## config.mk

```make
export PLATFORM = sky130hd
export DESIGN_NAME = mux_rr_arbiter
export DESIGN_NICKNAME = d
export VERILOG_FILES = /design/src/rtl/mux_rr_arbiter_pkg.sv /design/src/rtl/mux_rr_arbiter_ymux.sv /design/src/rtl/mux_rr_arbiter.sv
export SDC_FILE = /design/constraint.sdc
export NUM_CORES = 1
export LEC_CHECK = 0
export ABC_AREA = 1
export ABC_CLOCK_PERIOD_IN_PS = 1550
export CORE_ASPECT_RATIO = 2
export CORE_MARGIN = 3
export CORE_UTILIZATION = 40
export DETAILED_ROUTE_END_ITERATION = 6
export PLACE_DENSITY = 0.81
export SYNTH_ARGS = -nofsm -noshare
export SYNTH_HDL_FRONTEND = slang
export SYNTH_HIERARCHICAL = 1
export SYNTH_SLANG_ARGS = --single-unit
```

## constraint.sdc

```tcl
create_clock -name clk -period 1.55 [get_ports clk]
set_input_delay 0.155 -clock clk [delete_from_list [all_inputs] [get_ports clk]]
set_output_delay 0.155 -clock clk [all_outputs]
set_load 0.005 [all_outputs]
```

## src/rtl/mux_rr_arbiter_pkg.sv

```systemverilog
// mux_rr_arbiter_pkg: source ids and burst-counter sizing shared by the arbiter
package mux_rr_arbiter_pkg;
    localparam logic SRC_0 = 1'b0;
    localparam logic SRC_1 = 1'b1;
    function automatic int cnt_w(input int max_burst);
        return $clog2(max_burst + 1);
    endfunction
endpackage

```

## src/rtl/mux_rr_arbiter_ymux.sv

```systemverilog
// yMux: SIZE-bit 2:1 mux, z = c ? b : a
module yMux #(
    parameter int SIZE = 32
) (
    output logic [SIZE-1:0] z,
    input  logic [SIZE-1:0] a,
    input  logic [SIZE-1:0] b,
    input  logic            c
);
    assign z = c ? b : a;
endmodule

```

## src/rtl/mux_rr_arbiter.sv

```systemverilog
// mux_rr_arbiter: two-source bounded-burst round-robin arbiter over a shared yMux with registered output
//   in0/in1_valid,data,ready : requester handshakes (at most one ready per cycle)
//   out_valid,data,src,ready : registered selected word, its source, downstream handshake
module mux_rr_arbiter
    import mux_rr_arbiter_pkg::*;
#(
    parameter int SIZE      = 32,
    parameter int MAX_BURST = 2
) (
    input  logic            clk,
    input  logic            rst_n,
    input  logic            in0_valid,
    input  logic [SIZE-1:0] in0_data,
    output logic            in0_ready,
    input  logic            in1_valid,
    input  logic [SIZE-1:0] in1_data,
    output logic            in1_ready,
    output logic            out_valid,
    output logic [SIZE-1:0] out_data,
    output logic            out_src,
    input  logic            out_ready
);
    localparam int CW = cnt_w(MAX_BURST);
    localparam logic [CW-1:0] CMAX = CW'(MAX_BURST);
    logic            run;
    logic            cur;
    logic [CW-1:0]   cnt;
    logic            accept;
    logic            any;
    logic            sel;
    logic [SIZE-1:0] mux_out;
    yMux #(.SIZE(SIZE)) u_mux (.z(mux_out), .a(in0_data), .b(in1_data), .c(sel));
    // run holds readies low from reset until the first edge after release
    always_comb begin
        accept    = run && (!out_valid || out_ready);
        any       = in0_valid || in1_valid;
        sel       = (in0_valid && in1_valid) ? ((cnt < CMAX) ? cur : !cur) : in1_valid;
        in0_ready = accept && in0_valid && sel == SRC_0;
        in1_ready = accept && in1_valid && sel == SRC_1;
    end
    always_ff @(posedge clk or negedge rst_n) begin
        if (!rst_n) begin
            run       <= 1'b0;
            cur       <= SRC_1;
            cnt       <= CMAX;
            out_valid <= 1'b0;
            out_data  <= '0;
            out_src   <= SRC_0;
        end else begin
            run <= 1'b1;
            if (accept) begin
                out_valid <= any;
                if (any) begin
                    out_data <= mux_out;
                    out_src  <= sel;
                    cur      <= sel;
                    cnt      <= (sel != cur) ? CW'(1) : (cnt < CMAX) ? cnt + 1'b1 : CMAX;
                end else begin
                    // an idle cycle closes the burst so the next tie switches source
                    cnt <= CMAX;
                end
            end
        end
    end
endmodule

```

# After elaboration in Yosys (flattened, before gate mapping)
# Index checks and enable logic that the tools add are counted.
# op_classes
addsub,1
mul,0
n_div,0
magnitude_cmp,1
n_eq_ne,1
shifts,0
mux,6
bitwise,1
n_reduce_logical,11
# op_table
operator,count
32-bit 2-to-1 mux,1
1-bit logical AND,6
2-bit 2-to-1 mux,3
2-bit by 1-bit adder with 2-bit output (second input constant),1
1-bit zero test,2
1-bit logical OR,2
2-bit < comparator (second input constant),1
1-bit 2-to-1 mux,2
2-bit AND reduction,1
1-bit inequality test,1
1-bit NOT,1
# totals
ff_bits,38
latch_bits,0
ram_bits,0
mem_bits_ro,0
inputBits,69
output_inout_bits,36
word_cells,27
memories,0

# Longest topological paths before layout
# Gate-level depths: netlist (run 1).
# logic_depth
depth_word,6
ltp_mapped,12
mapped_depth_nobuf,10

# Hierarchy
# The synthesis (run 1) kept the hierarchy.
# modules_own_cells
module,instances,cells_per_inst,area_each_um2,seq_area_each_um2
mux_rr_arbiter,1,172,1554.0,953.4
yMux,1,104,491.7,0.0

# Worst setup path after synthesis (run 1)
# Ideal clock, no wire load.
# synth_path
kind,register to register
from,register cnt[1]
to,register out_data[24]
setup_time_ps,116
arrival_ps,1275
required_ps,1434
setup_slack_ps,159
path_stages_with_launch,12
path_buffers,2
synth_period_minus_slack_ps,1391
cell_sequence,dfstp_2 -> inv_1 -> nand2_1 -> nand3_1 -> nand2_1 -> inv_1 -> buf_6 -> clkbuf_8 -> nand2_1 -> nand2_1 -> nand2_2 -> nand2_1
# synth_via
elab_chain_len,4
# synth_rtl
element,line,text
start: declaration,mux_rr_arbiter.sv:27,logic [CW-1:0] cnt;
start signal: assignment,mux_rr_arbiter.sv:57,cnt <= (sel != cur) ? CW'(1) : (cnt < CMAX) ? cnt + 1'b1 : CMAX;
2-bit < comparator,mux_rr_arbiter.sv:37,sel = (in0_valid && in1_valid) ? ((cnt < CMAX) ? cur : !cur) : in1_valid;
1-bit 2-to-1 mux (2 in series),mux_rr_arbiter.sv:37,
named net sel,mux_rr_arbiter.sv:30,logic sel;
32-bit 2-to-1 mux,mux_rr_arbiter_ymux.sv:10,assign z = c ? b : a;
named net mux_out[24],mux_rr_arbiter.sv:31,logic [SIZE-1:0] mux_out;
end signal: assignment,mux_rr_arbiter.sv:54,out_data <= mux_out;
end: declaration,mux_rr_arbiter.sv:19,"output logic [SIZE-1:0] out_data,"
# The timed path passes the listed nets, and every way through them passes these cells.
# A chain may end at the register's enable or synchronous reset.

# Worst setup path in the final report (run 1)
# layout_path
from,register cnt[1]
to,output in0_ready
# layout_via
elab_chain_len,5
# layout_rtl
element,line,text
2-bit < comparator,mux_rr_arbiter.sv:37,
1-bit 2-to-1 mux (2 in series),mux_rr_arbiter.sv:37,
named net sel,mux_rr_arbiter.sv:30,
1-bit NOT,mux_rr_arbiter.sv:38,in0_ready = accept && in0_valid && sel == SRC_0;
1-bit logical AND,mux_rr_arbiter.sv:38,
end: declaration,mux_rr_arbiter.sv:14,"output logic in0_ready,"
# The timed path passes the listed nets, and every way through them passes these cells.

==> results of run 1 <==
==> worst max path at each step <==
stage          cells past startpoint  slack (ns)  startpoint           end
2_1_floorplan                     11        0.16      cnt[1]  out_data[24]
3_3_place_gp                       6       -0.14   in0_valid     in0_ready
3_5_place_dp                       6       -0.20   in0_valid     in0_ready
4_1_cts                            8       -0.12      cnt[1]     in1_ready
5_1_grt                            8       -0.20      cnt[1]     in0_ready
6_report                           8       -0.11      cnt[1]     in0_ready
==> synthesized netlist by cell type (all sizes together) <==
master | number | area share (%)
a21oi | 1 | 0.24
buf | 10 | 5.9
clkbuf | 3 | 2.0
conb | 1 | 0.18
dfrtp | 36 | 44
dfstp | 2 | 2.6
inv | 10 | 2.4
nand2 | 204 | 40
nand3 | 1 | 0.24
nor2 | 1 | 0.18
nor3 | 1 | 0.24
o211ai | 1 | 0.37
o21ai | 4 | 1.7
or2 | 1 | 0.31
==> timing repair <==
| action | 4_1_cts | 5_1_grt |
|---|---|---|
| gates cloned | 2 | 0 |
| pin swaps | 0 | 1 |
| buffers inserted | 2 | 1 |
| endpoints found under the setup margin | 34 | 34 |
| endpoints found under the hold margin | 19 | 0 |
| resized for setup | 14 | 7 |
| hold buffers | 1 | 0 |
==> sequential cells by signal, summed over array words and instances, names as in the netlist <==
name and count:
run 1, out_data 32, cur 1, cnt 2
out_src 1, out_valid 1
==> power by group through the flow <==
| stage | clock [uW] | combinational [uW] | sequential (uW) |
|---|---|---|---|
| 2_1_floorplan | 0 | 599 | 1390 |
| 3_3_place_gp | 0 | 1310 | 1380 |
| 3_5_place_dp | 0 | 1330 | 1380 |
| 4_1_cts | 845 | 1420 | 1370 |
| 5_1_grt | 874 | 1560 | 1400 |
| 6_report | 817 | 1420 | 1370 |
==> stage by stage <==
step,area (um2),std cells
6_report,3310,451
5_1_grt,3310,451
4_1_cts,3290,450
3_5_place_dp,3110,437
3_3_place_gp,3110,437
2_1_floorplan,2050,276
==> kinds of logic (layout without fill, tap and decap cells) <==
kind of cell | Yosys count | in the layout | share of synthesized area, %
simple gates | 208 | 208 | 40.5
buf+inv | 23 | 141 | 10.4
compound gates | 6 | 6 | 2.32
flops | 38 | 38 | 46.6
other cells | 1 | 1 | 0.183
==> critical path: stages (launching register included) <==
cell and delay, ns:
sky130_fd_sc_hd__dfstp_2 0.57, sky130_fd_sc_hd__inv_2 0.03, sky130_fd_sc_hd__nand2_1 0.05, sky130_fd_sc_hd__nand3_1 0.06
sky130_fd_sc_hd__nand2_1 0.09, sky130_fd_sc_hd__inv_2 0.06, sky130_fd_sc_hd__buf_6 0.13, sky130_fd_sc_hd__nor3_4 0.09
sky130_fd_sc_hd__buf_2 0.14
==> layout make-up <==
class                           instances  area (um2)  area share [%]
Timing Repair Buffer                  121        1200            36.2
Sequential cell                        38         953            28.8
Multi-Input combinational cell        215         893            27.0
Tap cell                               57        71.3            2.16
Clock buffer                            5        68.8            2.08
Inverter                               10        55.1            1.66
Clock inverter                          3        40.0            1.21
Timing Repair inverter                  2        28.8           0.870
==> placed cells by master, fill, tap and decap left out, types with 3 or more instances in the layout <==
| master | netlist | layout |
|---|---|---|
| sky130_fd_sc_hd__clkdlybuf4s50_1 | 0 | 101 |
| sky130_fd_sc_hd__buf_4 | 0 | 12 |
| sky130_fd_sc_hd__inv_2 | 2 | 5 |
| sky130_fd_sc_hd__buf_12 | 1 | 3 |
| sky130_fd_sc_hd__nand2_2 | 17 | 18 |
| sky130_fd_sc_hd__dfrtp_1 | 36 | 36 |
| sky130_fd_sc_hd__inv_1 | 6 | 3 |
| sky130_fd_sc_hd__nand2_1 | 187 | 186 |
| sky130_fd_sc_hd__clkbuf_8 | 3 | 5 |
==> per-layer routing <==
metal,share of wire (%),track usage [%],up-vias
met5,0,0,-
met4,3.8,10.9,0
met3,5.7,3.73,16
met2,58,39.2,81
met1,32,19.9,912
li1,-,-,1054
==> metrics list, run 1 <==
- Dividing total power by cell area gives a power density of about 1100 mW/mm2.
- Port buffering added 104 buffers.
* Hold violation count in the final report: 0
* Crit path time final: between 1.5 and 2 ns
* Die area: between 0.006 and 0.007 mm2
* Clock network latency to the later pin of the worst-skew pair: approximately 0.29 ns
- TritonCTS clock tree: done
* Register share of total power: a little under two fifths
* Max-slew headroom at the worst pin: approximately 63%
- When the netlist entered floorplanning its net count stood at between 300 and 400.
- Sw Pwr: around 1100 uW
- Antenna violations before repair: 0
* Count of endpoints failing setup in the final report: 33
- Final worst clock skew: ~0.009 ns
* FF-to-FF Start: cur
* Category of the most critical setup path: register to primary output
- The worst-case IR drop observed on VDD is just under 0.7 mV.
- In the routed design, unresolved DRC markers number 0.
* ANT cells: 0
* DR vias: roughly 2100
- Wirelength, routed: between 5000 and 6000 um
* WHS: roughly 0.39 ns
- The flow ran to the end, but the final reports show violations.
* Via count normalized by instance count: approximately 4.6
* Detailed-route wire length per cell: roughly 13 um
- Number of synthesis warnings: 6
- In the finished design, the share of the clock period the worst path needs comes to 107%.
* Number of buffers inserted during clock tree synthesis: 5
* Worst setup slack after layout: -0.110 ns
- Data on the critical path arrives at its endpoint at between 1.5 and 2 ns.
- Violated checks: negative setup slack
- After synthesis the netlist holds a flip-flop and latch count of 38.
* Global placer's final weighted congestion: just under 0.9
* Setup repair after global routing missed its margin: yes
- After clock tree synthesis, the clock-pin slew on the worst setup and hold paths is about 0.07 ns.
- After floorplanning, the core was divided into 36 placement rows.
* GRT Resource Usage Total: 20.5%
- The floorplan step defined a core boundary enclosing slightly below 0.005 mm2.
- Max-cap check violation count: 0
* Final cell utilization of the core: between 60% and 70%
* Overall die height: between 100 and 150 um
- Dividing the synthesized area by the synthesized cell count gives around 7.4 um2.
* Final net count: 462
- Based on the critical path, the design can be clocked at up to between 600 and 700 MHz.
- Slew of the pin with the lowest slew margin: 0.551 ns
- Summing the sequential cell areas from Yosys gives between 40% and 50% of the chip area.
- Global routing finished with a remaining overflow of 0.
- The min-delay analysis places its worst path in the category input port to async pin.
* Power, Total: around 3600 uW
- The clock passes through at most 2 buffers.
- For this design the static power due to leakage is 0.00171 uW.
- Number of different library cells in the post-synthesis netlist: 22
- Fill cells in the final layout number roughly 440.
* Crit path required time: ~1.4 ns
- The die is 56.6 um wide.
- # IOs: 105
* Synthesized netlist cell count: roughly 280
* R2r setup slk: -0.04 ns
- The final-report max-slew violation count is 0.
- Sw Share: between 30% and 40%
* Reg2reg end: out_data[15]
- CTS placed an instance of sky130_fd_sc_hd__clkbuf_8 at the clock tree root.
- The worst setup path is launched from a register.
- The H-tree generated during clock tree synthesis spans 2 levels.
* Setup TNS: -0.933 ns
* Sink count of the clock tree: 38
- In this run the remaining antenna-violating nets after routing total 0.
- First-pass GRT wire length: approximately 9500 um
* CP endpoint kind: primary output
- Clock network fraction of total power: ~23%
* Initial Util: roughly two fifths
- Internal cell power: 2500 uW
- The first routing iteration left slightly below 70 violations.
- Along the worst path, the maximum fanout reaches 3.
- Counting cells, the worst reg-to-reg path comes to 11.
- Worst slack at placement: -0.195 ns
- Combinational logic burns around two fifths of the power.
- The synthesized netlist occupies a cell area of around 0.002 mm2.
- First drt pass iteration count: 4
- Once detailed placement completed, the half-perimeter wirelength came to 4280 um.
- Cells with a size suffix above 1 make up 15.2% of the layout.
* Area growth from synthesis to layout: 61.7%
* Vias in the first global route: 2033
- Entering global routing, the biggest net connects 36 pins.
Note: power is estimated with default switching activity, not from simulation.
==> run 2, diff against run 1 <==
- CORE_ASPECT_RATIO: 2 -> unset
==> run 2 against run 1 <==
Against the previous run: the flow still finishes with violations (negative setup slack); die area decreased by 0.86%; sequential cell count is the same; core utilization up 2.8 points; final cell count is 3.8% higher; total power shrank 0.53%; setup slack barely moved; count of clock-buffer cells in the layout up 2; design area grew 2.2%; combinational power grew 8%; via count up 3.2%; global-route usage decreased by 0.23 points; sequential power about the same; critical path type is now register to register.
==> metrics list, run 2 (synthesized netlist as in run 1, its figures left out) <==
- The overall overflow remaining after global route came to 0 (unchanged).
- The largest stage delay on the critical path was 0.57 ns (about the same).
- The number of setup violations in the final report is 31 (was 33).
* ANT cells: 0 (unchanged)
- Hold violation count in the final report: 0 (unchanged)
- Critical path launch point type: register (unchanged)
- The worst slack on hold paths is 0.371 ns (was 0.394 ns).
- The startpoint of the worst-slack reg-to-reg timing path is cnt[1] (was cur).
- The endpoint required time on the critical path is 1.73 ns (was 1.39 ns).
* CP endpoint kind: register (was primary output)
- Initial Util: 42.5% (was 41.7%)
- The share of the cycle needed by the critical path after routing came to 107% (about the same).
- The wire length per cell after detailed routing is 12.8 um (was 13.3 um).
- Library cell appearing most often on the critical path: sky130_fd_sc_hd__buf_6
* Final worst clock skew: 0.00399 ns (was 0.00916 ns)
* X dimension of the die: 77.5 um (was 56.6 um)
* Htree depth: 2 (unchanged)
- Clock slew at reported path FFs: 0.07 ns (about the same)
* Cell Area, Placed: 0.00312 mm2 (was 0.00311 mm2)
- The design area came to 0.00338 mm2 (was 0.00331 mm2).
- The combined buffer and inverter count along the critical path came to 5 (was 4).
- The final-report max-slew violation count was 0 (unchanged).
* Highest clock frequency the design can meet: 602 MHz (about the same)
- Sink count of the clock tree: 38 (unchanged)
* TritonCTS clock tree: done (unchanged)
* Count of filler cells inserted in the layout: 431 (was 435)
- Worst setup slack after layout: -0.111 ns (was -0.110 ns)
- Violated checks: negative setup slack (unchanged)
* Max-cap check violation count: 0 (unchanged)
- Met3 Wirelength: 503 um (was 342 um)
- The area of the core came to 0.00482 mm2 (was 0.00491 mm2).
* Worst slack at placement: -0.212 ns (was -0.195 ns)
- Critical-path maximum fanout: 3 (unchanged)
* Sum of net half-perimeters after detailed placement: 3910 um (was 4280 um)
- The first-pass GRT wire length was 9680 um (was 9530 um).
* R2r setup slk: -0.11 ns (was -0.04 ns)
* Crit path time final: 1.66 ns (about the same)
- Sum of met2 wire segment lengths after detailed routing: 2990 um (was 3480 um)
- Pleak: 0.00174 uW (was 0.00171 uW)
- The worst voltage drop across the vdd grid came to 0.602 mV (was 0.696 mV).
- Commonest non-fill, non-tap cells in the layout: 181 x sky130_fd_sc_hd__nand2_1, 101 x sky130_fd_sc_hd__clkdlybuf4s50_1, 36 x sky130_fd_sc_hd__dfrtp_1 (was 186 x sky130_fd_sc_hd__nand2_1, 101 x sky130_fd_sc_hd__clkdlybuf4s50_1, 36 x sky130_fd_sc_hd__dfrtp_1).
- Vias in the first global route: 2070 (was 2033)
* Category of the most critical setup path: register to register (was register to primary output)
- Number of remaining DRC errors: 0 (unchanged)
- Setup repair after global routing missed its margin: yes (unchanged)
- The via count of the routed design is 2129 (was 2063).
- Antenna-violating nets left: 0 (unchanged)
- The most common cell after layout, fill and taps aside is sky130_fd_sc_hd__nand2_1 (unchanged).
* Fraction of final layout cells with drive strength greater than 1: 18.5% (was 15.2%)
- The iteration-0 DRC count of the detailed router is 104 (was 68).
- Regs by FF count: out_data: 32 flops, cnt: 2 flops (unchanged)
- The largest register by flop count is out_data (unchanged).
- Hold Path Class: input port to async pin (unchanged)
- The die area is 0.00601 mm2 (was 0.00606 mm2).
- The worst-skew pair later-pin latency is 0.29 ns (about the same).
- The flip-flop count of the largest register, all copies and words added came to 32 (unchanged).
* Std cell rows: 25 (was 36)
* Maximum buffer depth of the clock tree: 2 (unchanged)
- Max layer used: met4 (unchanged)
* Number of buffers inserted during clock tree synthesis: 5 (unchanged)
- The number of nets at the end of the flow came to 469 (was 462).
- The pin count of the biggest net entering global routing is 36 (unchanged).
- Via count normalized by instance count: 4.55 (was 4.57)
* Buffer cell driving the clock tree root: sky130_fd_sc_hd__clkbuf_8 (unchanged)
- Worst path cell trace: nand2_2, nand3_2, nand2_2, buf_4, buf_6, buf_4, buf_6, buf_6, nand2_4, nand2_4, nand2_1, nand2_1 (was inv_2, nand2_1, nand3_1, nand2_1, inv_2, buf_6, nor3_4, buf_2).
- The die span in y is 77.5 um (was 107 um).
- The met1 routed wirelength after detailed routing came to 2400 um (was 1930 um).
- Power density over the cells: 1060 mW/mm2 (was 1090 mW/mm2)
* Dominant delay contributor by cell family on the critical path: buffers and inverters (was flip-flops)
* Worst Reg-to-Reg Cells: 12 (was 11)
- # IOs: 105 (unchanged)
* Setup TNS: -1.07 ns (was -0.933 ns)
* First drt pass iteration count: 4 (unchanged)
* Number of I/O port buffers: 104 (unchanged)
- Area growth from synthesis to layout: 65.3% (was 61.7%)
- The aggregate global-route resource usage was 20.3% (was 20.5%).
- Critical path's slowest cell: sky130_fd_sc_hd__dfstp_2 (unchanged)
* Antenna violations before repair: 0 (unchanged)
* Global placer's final weighted congestion: 0.858 (was 0.873)
- CP Data Arrival Time: 1.84 ns (was 1.51 ns)
- Reg2reg end: cnt[0] (was out_data[15])
- Run status: finished with violations (unchanged)
* Wirelength, routed: 5990 um (was 5980 um)
run 2: cell types whose count changed in the layout (fill, tap and decap cells not counted), moves of 2 or more:
cell | before | now
sky130_fd_sc_hd__buf_4 | 12 | 15
sky130_fd_sc_hd__buf_6 | 1 | 4
sky130_fd_sc_hd__nand2_1 | 186 | 181
sky130_fd_sc_hd__nand2_4 | 0 | 2
sky130_fd_sc_hd__inv_8 | 0 | 2
sky130_fd_sc_hd__nand2_2 | 18 | 21
run 2: worst reg2reg max path, cell delays in order (launching register included):
cell and delay (ns):
sky130_fd_sc_hd__dfstp_2 0.57, sky130_fd_sc_hd__nand2_2 0.06, sky130_fd_sc_hd__nand3_2 0.07, sky130_fd_sc_hd__nand2_2 0.06
sky130_fd_sc_hd__buf_4 0.14, sky130_fd_sc_hd__buf_6 0.11, sky130_fd_sc_hd__buf_4 0.12, sky130_fd_sc_hd__buf_6 0.11
sky130_fd_sc_hd__buf_6 0.11, sky130_fd_sc_hd__nand2_4 0.07, sky130_fd_sc_hd__nand2_4 0.05, sky130_fd_sc_hd__nand2_1 0.05
sky130_fd_sc_hd__nand2_1 0.05
run 2: where the power goes:
part / switching, uW / internal [uW]
registers: 133 / 1240
clock network: 335 / 359
logic: 672 / 855
run 2: routing by layer:
layer / vias to the layer above / global-route usage, %
li1: 1069 / -
met1: 970 / 25.1
met2: 81 / 33.9
met3: 9 / 6.26
met4: 0 / 5.87
met5: - / 0
run 2: final cells by class:
class	instances	area, um2	area share, %
well taps	67	83.8	2.48
flip-flops and latches	38	953	28.2
clock inverters	1	5.00	0.148
inverters	10	55.1	1.63
repair buffers	127	1250	36.9
repair inverters	3	31.3	0.925
multi-input cells	215	918	27.2
clock buffers	7	86.3	2.55
run 2: timing repair:
item                       CTS  global route
buffers inserted             9             2
gates cloned                 2             1
hold buffers                 1             0
gates resized for setup     23            10
hold endpoints to repair    16             0
setup endpoints to repair   34            36
pin swaps                    8             3
run 2: worst max-delay path by stage:
stage | startpoint | to | cells past startpoint
detailed placement | in0_valid | in0_ready | 6
CTS | cnt[1] | in0_ready | 8
global placement | in0_valid | in0_ready | 6
finish | cnt[1] | cnt[0] | 12
floorplan | cnt[1] | out_data[24] | 11
global route | cnt[1] | cnt[0] | 12
run 2: through the flow:
step	utilization, %	power, uW	cells
6_report	70.2	3590	468
5_1_grt	70.2	3850	468
4_1_cts	69.1	3560	465
3_5_place_dp	64.7	2720	446
3_3_place_gp	64.7	2680	446
2_1_floorplan	-	1990	276
==> run 3, diff against run 2 <==
- GPL_TIMING_DRIVEN: unset -> 1
==> results of run 3 <==
The final DEF is identical to that of run 2; final timing and power are the same.
